**src/rtl/counter_timer_core.sv**
```systemverilog
// General-purpose counter/timer: periodic or oneshot, up or down, chainable
// into a wider timer through chain_in/chain_out, with a one-cycle terminal irq.
module counter_timer_core #(
    parameter int WIDTH = 32
) (
    input  logic             clk,
    input  logic             resetn,
    input  logic             cfg_we,
    input  logic [4:0]       cfg_di,
    output logic [4:0]       cfg_do,
    input  logic             val_we,
    input  logic [WIDTH-1:0] val_di,
    output logic [WIDTH-1:0] val_do,
    input  logic             dat_we,
    input  logic [WIDTH-1:0] dat_di,
    output logic [WIDTH-1:0] dat_do,
    input  logic             chain_in,
    output logic             chain_out,
    output logic             irq
);

    localparam logic [WIDTH-1:0] ONE  = {{(WIDTH-1){1'b0}}, 1'b1};
    localparam logic [WIDTH-1:0] ZERO = '0;

    logic [4:0]       r_cfg;
    logic [WIDTH-1:0] r_val;
    logic [WIDTH-1:0] r_dat;
    logic             r_irq;

    logic             w_enable;
    logic             w_oneshot;
    logic             w_up;
    logic             w_chain;
    logic             w_irq_en;
    logic             w_tick;
    logic             w_term;
    logic             w_term_tick;
    logic [WIDTH-1:0] w_dat_next;

    assign w_enable  = r_cfg[0];
    assign w_oneshot = r_cfg[1];
    assign w_up      = r_cfg[2];
    assign w_chain   = r_cfg[3];
    assign w_irq_en  = r_cfg[4];

    // A chained stage only advances when the lower stage reports terminal count.
    assign w_tick      = w_enable & (~w_chain | chain_in);
    assign w_term      = w_up ? (r_dat == r_val) : (r_dat == ZERO);
    assign w_term_tick = w_tick & w_term;

    always_comb begin
        w_dat_next = r_dat;
        if (!w_term) begin
            w_dat_next = w_up ? (r_dat + ONE) : (r_dat - ONE);
        end else if (!w_oneshot) begin
            w_dat_next = w_up ? ZERO : r_val;
        end
    end

    always_ff @(posedge clk or negedge resetn) begin
        if (!resetn) begin
            r_cfg <= 5'd0;
            r_val <= ZERO;
            r_dat <= ZERO;
            r_irq <= 1'b0;
        end else begin
            // Software writes always win over hardware updates in the same cycle.
            if (cfg_we) begin
                r_cfg <= cfg_di;
            end else if (w_term_tick && w_oneshot) begin
                r_cfg[0] <= 1'b0;
            end

            if (val_we) begin
                r_val <= val_di;
            end

            if (dat_we) begin
                r_dat <= dat_di;
            end else if (w_tick) begin
                r_dat <= w_dat_next;
            end

            r_irq <= w_term_tick & w_irq_en;
        end
    end

    assign cfg_do    = r_cfg;
    assign val_do    = r_val;
    assign dat_do    = r_dat;
    assign chain_out = w_term_tick;
    assign irq       = r_irq;

endmodule

```
**config.mk**
```make
export PLATFORM = sky130hd
export DESIGN_NAME = counter_timer_core
export DESIGN_NICKNAME = d
export VERILOG_FILES = /design/src/rtl/counter_timer_core.sv
export SDC_FILE = /design/constraint.sdc
export NUM_CORES = 1
export LEC_CHECK = 0
export BUFFER_PORTS_ARGS = -buffer_cell sky130_fd_sc_hd__clkbuf_2
export CORE_MARGIN = 4
export CORE_UTILIZATION = 40
export CTS_BUF_LIST = sky130_fd_sc_hd__clkbuf_4 sky130_fd_sc_hd__clkbuf_8
export CTS_CLUSTER_DIAMETER = 150
export CTS_CLUSTER_SIZE = 25
export DETAILED_ROUTE_END_ITERATION = 8
export GPL_TIMING_DRIVEN = 0
export SETUP_SLACK_MARGIN = 0.15
export SYNTH_ARGS = -nofsm -noshare
export SYNTH_HDL_FRONTEND = slang
export SYNTH_SLANG_ARGS = --single-unit
```
**constraint.sdc**
```tcl
create_clock -name clk -period 4 [get_ports clk]
set_input_delay 0.8 -clock clk [delete_from_list [all_inputs] [get_ports clk]]
set_output_delay 0.8 -clock clk [all_outputs]
set_load 0.05 [all_outputs]
```
==> impl_metrics.py <==
metrics = {
    "pwr": {
        "powerDensity_nw_per_um2": 540,
        "p_total_w": 0.00352,
        "p_leak_nw": 3.03,
        "vdd_drop_max_mv": 0.225,
    },
    "cells_and_area": {
        "final_area_um2": 6520,
        "multi_input_area_um2": 3400,
        "syn2layout_area_growth_pct": 22.1,
        "drive_gt1_share_pct": 30.6,
        "finish.net_count": 839,
        "layout_common_cells": "142 x clkbuf_2, 70 x dfrtp_1, 43 x a21oi_1",
        "diodes": 0,
        "area.sequential_um2": 1750,
        "final_common_cell": "clkbuf_2",
        "nFillCells": 1249,
    },
    "clock_tree": {
        "path_clk_slew_ns": 0.07,
        "clock_latency_ns": 0.38,
        "clk_path_buf_depth": 2,
        "cts_buffers": 9,
        "cts_hold_buf": 0,
        "cts_tree": "built",
        "cts.sinks": 70,
        "htreeDepth": 3,
        "root_buffer": "clkbuf_8",
    },
    "detailed_routing": {
        "vias_per_cell": 5.97,
        "met1_length_um": 9190,
        "routedWlPerCell_um": 21.6,
        "route.met2.wl_um": 8650,
        "top_layer": "met4",
        "ant_nets": 0,
        "drcViolationCount": 0,
        "first_pass_iters": 6,
        "vias": 5435,
        "drtIter0Drc": 391,
        "wl_um": 19700,
        "met3_length_um": 1240,
    },
    "placed_design": {
        "place.gp.congestion": 0.932,
        "post_dp_cell_area_um2": 6300,
        "dpl.hpwl_um": 15100,
        "io_buffers": 142,
    },
    "sta": {
        "post-route-min-period_ns": 3.68,
        "relSlewSlack_pct": 34.3,
        "fin_crit_sh_pct": 92.0,
        "worst_slew_pin_slew_ns": 0.977,
        "max_freq_mhz": 272,
        "rsz0062_at_grt": "no",
        "slew_violations": 0,
        "skew_ns": 0.0152,
        "setup_viol": 0,
        "hold_violations": 0,
        "whs_ns": 0.372,
    },
    "grt": {
        "antenna_found_initial": 0,
        "grt_first_pass_wirelength_um": 30900,
        "grt_util_all_layers_pct": 26.9,
        "first_global_vias": 5546,
        "grt_max_degree": 46,
        "gr-total-overflow": 0,
    },
    "yosys": {
        "ys.flop_type": "dfrtp_1",
        "syn_avg_cell_area_um2": 9.24,
        "syn_inst": 578,
        "netlist_area_um2": 5340,
        "synth_fa_ha_area_share_pct": 7.40,
        "synth_compound_area_share_pct": 25.6,
        "syn_nets": 684,
        "ys_warn_count": 0,
        "synth_top_family_by_area": "compound AO/OA/AOI/OAI gates",
        "ys_types": 65,
        "synthMuxAreaShare_pct": 7.68,
        "synthXorXnorAreaFrac_pct": 7.87,
        "seq_area_frac_synth_pct": 32.8,
        "synth-simple-area-share_pct": 14.6,
        "async_flop_share_pct": 100,
        "synth_seq_cells": 70,
        "synth-edff-count": 0,
    },
    "die": {
        "start_util_pct": 41.6,
        "die-area_um2": 15300,
        "io_pins": 146,
        "core-area_um2": 12800,
        "die_w_um": 124,
        "rows": 41,
        "die_h_um": 124,
    },
    "hold_path": {
        "worst_hold_path_type": "in -> async",
    },
    "status": {
        "status": "finished, final reports clean",
    },
    "critical_path": {
        "worstPathRequired_ns": 4.28,
        "crit_arrival_ns": 3.96,
        "worstSetupPathType": "reg -> reg",
        "critPathCaptureType": "flop",
        "cp-start-kind": "flop",
        "crit_fanout": 39,
    },
    "flow_run": {
        "maxCapViolCount": 0,
    },
}
==> what timing repair did <==
item,4_1_cts,5_1_grt
setup buffers,0,1
pin swaps,0,1
resized for setup,2,5
endpoints found under the setup margin,9,8
==> state kept, by name, indices dropped and copies added (netlist names) <==
name    count
cfg_do      5
dat_do     32
irq         1
val_do     32
==> cell families after synthesis <==
kind of cell    after synthesis
compound gates              194
simple gates                149
flops                        70
buf+inv                      49
xor+xnor                     48
mux                          37
fa+ha+maj                    31
==> metal layers <==
layer  vias to the layer above  global-route usage [%]
met3                        33                    4.67
li1                       2535                       -
met4                         0                    11.8
met5                         -                       0
met2                       212                    40.8
met1                      2655                    37.5
==> worst max-delay path, stage by stage, from the launching register on <==
cell,delay (ns)
dfrtp_1,0.54
inv_1,0.24
buf_6,0.29
ha_1,0.40
nand2b_1,0.09
a21oi_1,0.23
o21a_1,0.24
o31ai_2,0.12
a211o_1,0.32
a2111oi_1,0.75
nor4_1,0.12
o31ai_2,0.24
==> where the power goes <==
group          internal, W  switching, W
Clock             0.000277      0.000281
Sequential        0.000816      0.000203
Combinational     0.000691       0.00126
Total              0.00178       0.00174
==> stage by stage <==
stage | setup TNS (ns) | std cells | worst slack, ns | util [%]
after CTS | 0 | 909 | 0.174 | 50.6
final | 0 | 910 | 0.319 | 50.9
after floorplan | 0 | 578 | 0.500 | -
after global routing | 0 | 910 | 0.154 | 50.9
after detailed placement | -0.341 | 893 | -0.117 | 49.1
after global placement | -0.104 | 892 | -0.0819 | 48.9
==> Yosys cell counts, drive strengths merged (14+ instances only) <==
cell type / instances / area, um2
xnor2: 39 / 342
nand4: 20 / 125
inv: 19 / 71.3
ha: 30 / 375
nor2: 21 / 78.8
nand2: 39 / 151
mux2: 32 / 360
nand3: 14 / 70.1
o21ai: 36 / 191
a21o: 21 / 158
a21oi: 46 / 241
dfrtp: 70 / 1750
clkbuf: 18 / 68.8
==> worst paths after layout <==
kind	depth (start not counted)	endpoint	from	slack, ns
worst max-delay path	11	dat_do[28]	cfg_do[2]	0.32
worst min-delay path	1	val_do[11]	resetn	0.37
worst max register to register	11	dat_do[28]	cfg_do[2]	0.32
worst min register to register	1	cfg_do[4]	cfg_do[4]	0.55
max in group asynchronous	2	dat_do[1]	resetn	3.06
min in group clk	1	cfg_do[4]	cfg_do[4]	0.55
==> final cells by class <==
type	instances	share of cell area, %
buffer	30	2.36
clock buffer	15	2.69
clock inverter	1	0.0767
inverter	19	1.09
multi-input combinational	459	52.2
sequential	70	26.9
tap	172	3.30
timing repair buffer	144	11.5
No activity file was read; power rests on OpenSTA's default activity.
